<file path="src/rtl/input_conditioner.sv">
// Push-button input conditioner: clock-enable divider, two-flop synchronizer,
// tick-sampled debounce FSM and registered level/edge outputs for a downstream
// state machine that advances on clk_en.
module input_conditioner #(
    parameter int unsigned DIV      = 4,
    parameter int unsigned DB_TICKS = 3
) (
    input  logic clk,
    input  logic reset,
    input  logic btn,
    output logic clk_en,
    output logic x,
    output logic x_rise,
    output logic x_fall
);

    localparam int unsigned DivW = (DIV > 1) ? $clog2(DIV) : 1;
    localparam int unsigned CntW = $clog2(DB_TICKS + 1);

    localparam logic [DivW-1:0] DivMax = DivW'(DIV - 1);
    localparam logic [CntW-1:0] CntMax = CntW'(DB_TICKS);
    localparam logic [CntW-1:0] CntOne = CntW'(1);

    typedef enum logic [1:0] {
        StStableLo,
        StPendHi,
        StStableHi,
        StPendLo
    } state_e;

    logic [DivW-1:0] div_q, div_d;
    logic            clk_en_q, clk_en_d;
    logic [1:0]      sync_q, sync_d;
    logic            btn_s;
    state_e          state_q, state_d;
    logic [CntW-1:0] cnt_q, cnt_d;
    logic [CntW-1:0] cnt_inc;
    logic            x_q, x_d;
    logic            x_rise_q, x_rise_d;
    logic            x_fall_q, x_fall_d;

    // Divider wraps at DIV-1; the strobe is registered so it stays low in reset
    // and first rises in the DIV-th cycle after release.
    always_comb begin
        div_d    = (div_q == DivMax) ? '0 : div_q + 1'b1;
        clk_en_d = (div_q == DivMax);
    end

    // Two-flop synchronizer; btn_s is the only view of btn the FSM gets.
    always_comb begin
        sync_d = {sync_q[0], btn};
    end

    assign btn_s = sync_q[1];

    // Tick counter never wraps past DB_TICKS.
    assign cnt_inc = (cnt_q == CntMax) ? cnt_q : cnt_q + 1'b1;

    // Debounce next-state: moves only on clk_en ticks.
    always_comb begin
        state_d = state_q;
        cnt_d   = cnt_q;
        if (clk_en_q) begin
            unique case (state_q)
                StStableLo: begin
                    if (btn_s) begin
                        if (DB_TICKS == 1) begin
                            state_d = StStableHi;
                        end else begin
                            state_d = StPendHi;
                            cnt_d   = CntOne;
                        end
                    end
                end
                StPendHi: begin
                    if (!btn_s) begin
                        state_d = StStableLo;
                        cnt_d   = '0;
                    end else if (cnt_inc == CntMax) begin
                        state_d = StStableHi;
                        cnt_d   = '0;
                    end else begin
                        cnt_d = cnt_inc;
                    end
                end
                StStableHi: begin
                    if (!btn_s) begin
                        if (DB_TICKS == 1) begin
                            state_d = StStableLo;
                        end else begin
                            state_d = StPendLo;
                            cnt_d   = CntOne;
                        end
                    end
                end
                StPendLo: begin
                    if (btn_s) begin
                        state_d = StStableHi;
                        cnt_d   = '0;
                    end else if (cnt_inc == CntMax) begin
                        state_d = StStableLo;
                        cnt_d   = '0;
                    end else begin
                        cnt_d = cnt_inc;
                    end
                end
                default: begin
                    state_d = StStableLo;
                    cnt_d   = '0;
                end
            endcase
        end
    end

    // Output decode: x is high while the accepted level is high, edges compare
    // against the registered x so each pulse lines up with the x transition.
    always_comb begin
        x_d      = (state_q == StStableHi) || (state_q == StPendLo);
        x_rise_d = x_d & ~x_q;
        x_fall_d = ~x_d & x_q;
    end

    // Divider and synchronizer state.
    always_ff @(posedge clk or negedge reset) begin
        if (!reset) begin
            div_q    <= '0;
            clk_en_q <= 1'b0;
            sync_q   <= '0;
        end else begin
            div_q    <= div_d;
            clk_en_q <= clk_en_d;
            sync_q   <= sync_d;
        end
    end

    // Debounce FSM state and tick counter.
    always_ff @(posedge clk or negedge reset) begin
        if (!reset) begin
            state_q <= StStableLo;
            cnt_q   <= '0;
        end else begin
            state_q <= state_d;
            cnt_q   <= cnt_d;
        end
    end

    // Registered outputs; reset clears them at once so no pulse escapes.
    always_ff @(posedge clk or negedge reset) begin
        if (!reset) begin
            x_q      <= 1'b0;
            x_rise_q <= 1'b0;
            x_fall_q <= 1'b0;
        end else begin
            x_q      <= x_d;
            x_rise_q <= x_rise_d;
            x_fall_q <= x_fall_d;
        end
    end

    assign clk_en = clk_en_q;
    assign x      = x_q;
    assign x_rise = x_rise_q;
    assign x_fall = x_fall_q;

endmodule

</file>
<file path="config.mk">
export PLATFORM = sky130hd
export DESIGN_NAME = input_conditioner
export DESIGN_NICKNAME = d
export VERILOG_FILES = /design/src/rtl/input_conditioner.sv
export SDC_FILE = /design/constraint.sdc
export NUM_CORES = 1
export LEC_CHECK = 0
export ABC_AREA = 1
export CORE_AREA = 5 5 42 44
export DETAILED_ROUTE_END_ITERATION = 12
export DIE_AREA = 0 0 47 49
export MAX_ROUTING_LAYER = met4
export PLACE_DENSITY = 0.7
export SYNTH_ARGS = -nofsm -noshare
export SYNTH_HDL_FRONTEND = slang
export SYNTH_SLANG_ARGS = --single-unit
</file>
<file path="constraint.sdc">
create_clock -name clk -period 1 [get_ports clk]
set_input_delay 0.1 -clock clk [delete_from_list [all_inputs] [get_ports clk]]
set_output_delay 0.1 -clock clk [all_outputs]
set_load 0.05 [all_outputs]
</file>
==> results.yml <==
synth:
  syn-num-nets: 58
  synth-xor-area-share: 0
  synth.area.top_cells: "dfrtp_1 (60%), nand2_1 (8.2%), nand3_1 (7.0%)"
  synth_compound_area_frac: 0.0200
  synth_top_cell_area_share: 0.599
  yosysSeqAreaShare: 0.599
  synth_cells: 54
  yosysTopAreaCell: "dfrtp_1"
  synth_top_family_by_area: "simple AND/OR/NAND/NOR gates"
  ys_warn_count: 0
  ys_ff_latch: 12
  synth-simple-area-share: 0.267
  syn-cell-area_sq_um: 502
  synth_adder_area_share: 0.0249
  synth.area.mux_share: 0
  yosysUniqueCellTypes: 15
  syn_area_per_cell_sq_um: 9.29
worst_setup_path:
  worstPathRequired_ps: 1170
  crit_path_start_kind: "flop"
  crit_end: "cnt_q[0]"
  worstPathCellList: "buf_6 -> nand2_2 -> inv_2 -> nand3_2 -> nand3_2 -> nand2_1 -> inv_1"
  worstPathMaxFanout: 6
  slowest_delay_ps: 470
  cpMaxStageDelayCell: "dfrtp_2"
  crit_type: "flop to flop"
  rrSetupSlack_ps: -20
  cpMostUsedCell: "nand3_2"
  critPathCaptureType: "flop"
  crit_arrival_ps: 1190
  r2r_end: "cnt_q[0]"
  reg2reg_depth: 7
final_layout:
  antennaDiodeCount: 0
  nFillCells: 134
  drive_gt1_frac: 0.515
  multiInputGateArea_sq_um: 189
  instances_no_fill: 82
  nets: 71
  regArea_sq_um: 305
  syn2layout_area_growth_pct: 42.4
drt:
  drt_pre_antenna_iters: 4
  drc: 0
  totalWireLength_um: 1030
  drtIter0Drc: 4
  ant_nets: 0
  vias: 391
  drt-wirelength-per-cell_um: 12.5
  vias_per_cell: 4.77
clock_tree:
  numCtsBuffers: 3
  clkLatencyLatePin_ps: 270
  clk_pin_slew_ps: 70
  htreeDepth: 1
  cts_sinks: 12
  cts_hold_buf: 0
  root_buffer: "clkbuf_4"
  cts_tree: "built"
  clockBufferDepth: 2
floorplanning:
  rows: 14
  pin_count: 7
  dieWidth_um: 47
  die_y_um: 49
  start_util: 0.358
  core-area_sq_um: 1400
  die_area_sq_um: 2300
sta:
  max_freq_ghz: 0.980
  drv_slew: 0
  period_share: 1.02
  slew-limit-headroom: 0.888
  hold_viol: 0
  fin_ws_ps: -20.0
  rsz0062_at_grt: "yes"
  worst_clock_skew_ps: 1.72
  fin_hold_ws_ps: 122
  max_slew.worst_pin.slew_ps: 168
  setup_viol: 1
  finalCriticalPeriod_ps: 1020
power:
  power_density_nw_per_um2: 2890
  p_leak_nw: 0.339
  power.total_w: 0.00207
  ir_drop_v: 0.00135
status:
  violations: "setup timing"
  status: "finished, violations left"
grt:
  grt.overflow.total: 0
  grt_util_all_layers: 0.0922
  grt_max_degree: 13
  grt_pass1_vias: 343
  grt_first_pass_wirelength_um: 1430
  antenna_found_initial: 0
place:
  dp_hpwl_um: 603
  gp_congestion: 0.747
  portBuffers: 6
  placed_cells: 75
job:
  drv_cap: 0
worst_hold_path:
  hold_path_class: "primary input to async pin"
-- placed cells by master, fill, tap and decap left out, drive strengths merged --
master,count
nand2,13
o21ai,1
ha,1
clkdlybuf4s50,2
buf,8
nor2,7
or2,1
nand3,8
dfrtp,12
inv,8
a21oi,1
clkbuf,4
-- stage by stage --
step	worst slack [ps]	TNS, ps	utilization	cell area [sq um]
floorplan	9.70	0	-	505
global placement	14.9	0	0.441	618
detailed placement	-18.9	-18.9	0.441	618
CTS	0.0560	0	0.468	656
global route	-72.2	-231	0.510	714
finish	-20.0	-20.0	0.510	714
-- cell usage after synthesis --
| library cell | count |
|---|---|
| nand3_2 | 1 |
| nor2_1 | 6 |
| buf_6 | 1 |
| or2_2 | 1 |
| inv_2 | 4 |
| clkbuf_1 | 1 |
| dfrtp_1 | 12 |
| nor2_2 | 1 |
| inv_1 | 4 |
| a21oi_1 | 1 |
| nand2_1 | 11 |
| o21ai_1 | 1 |
| ha_1 | 1 |
| nand3_1 | 7 |
| nand2_2 | 2 |
-- kinds of logic (layout without fill, tap and decap cells) --
| family | Yosys count | in the layout |
|---|---|---|
| flip-flops | 12 | 12 |
| adder cells (fa/ha/maj) | 1 | 1 |
| buffers and inverters | 10 | 22 |
| AO/OA/AOI/OAI | 2 | 2 |
| AND/OR/NAND/NOR | 29 | 29 |
-- cell type report --
| type | count | area share |
|---|---|---|
| Clock buffer | 4 | 0.0508 |
| Inverter | 8 | 0.0420 |
| Multi-Input combinational cell | 32 | 0.264 |
| Sequential cell | 12 | 0.427 |
| Tap cell | 16 | 0.0280 |
| Timing Repair Buffer | 10 | 0.187 |
-- per-layer routing --
metal,GRT usage,vias to the layer above,routed length [um]
li1,-,192,-
met1,0.110,185,389
met2,0.129,10,566
met3,0.0221,4,40
met4,0.0691,0,33
met5,-,-,0
-- where the power goes --
part | internal (W) | total, W | switching (W)
Combinational | 0.000422 | 0.000907 | 0.000484
Sequential | 0.000614 | 0.000776 | 0.000163
Clock | 0.000221 | 0.000382 | 0.000161
Total | 0.00126 | 0.00207 | 0.000808
-- how the worst min path moves through the flow --
stage | endpoint | depth (start not counted) | from | slack (ps)
after CTS | cnt_q[0] | 2 | reset | 120
after floorplan | async pin | 0 | reset | -200
final | x_rise | 2 | reset | 120
after global routing | x_rise | 2 | reset | 130
after global placement | sync_q[1] | 0 | sync_q[0] | 330
after detailed placement | sync_q[1] | 0 | sync_q[0] | 330
-- flip-flops by register name, indices dropped and copies added (netlist names), named ones only --
name / flops
div_q: 2
sync_q: 2
cnt_q: 2
clk_en: 1
x_fall: 1
state_q: 1
x_rise: 1
x: 1
-- critical path, delay by kind of cell, from the launching register on --
kind / cells / cell delay, ps
simple gates: 4 / 240
buf+inv: 3 / 230
flops: 1 / 470
-- timing repair --
| action | CTS | global route |
|---|---|---|
| pin swaps | 0 | 4 |
| setup endpoints to repair | 2 | 5 |
| setup buffers | 0 | 3 |
| endpoints found under the hold margin | 0 | 0 |
| gates resized for setup | 1 | 14 |
Power figures use the tool's default switching activity.
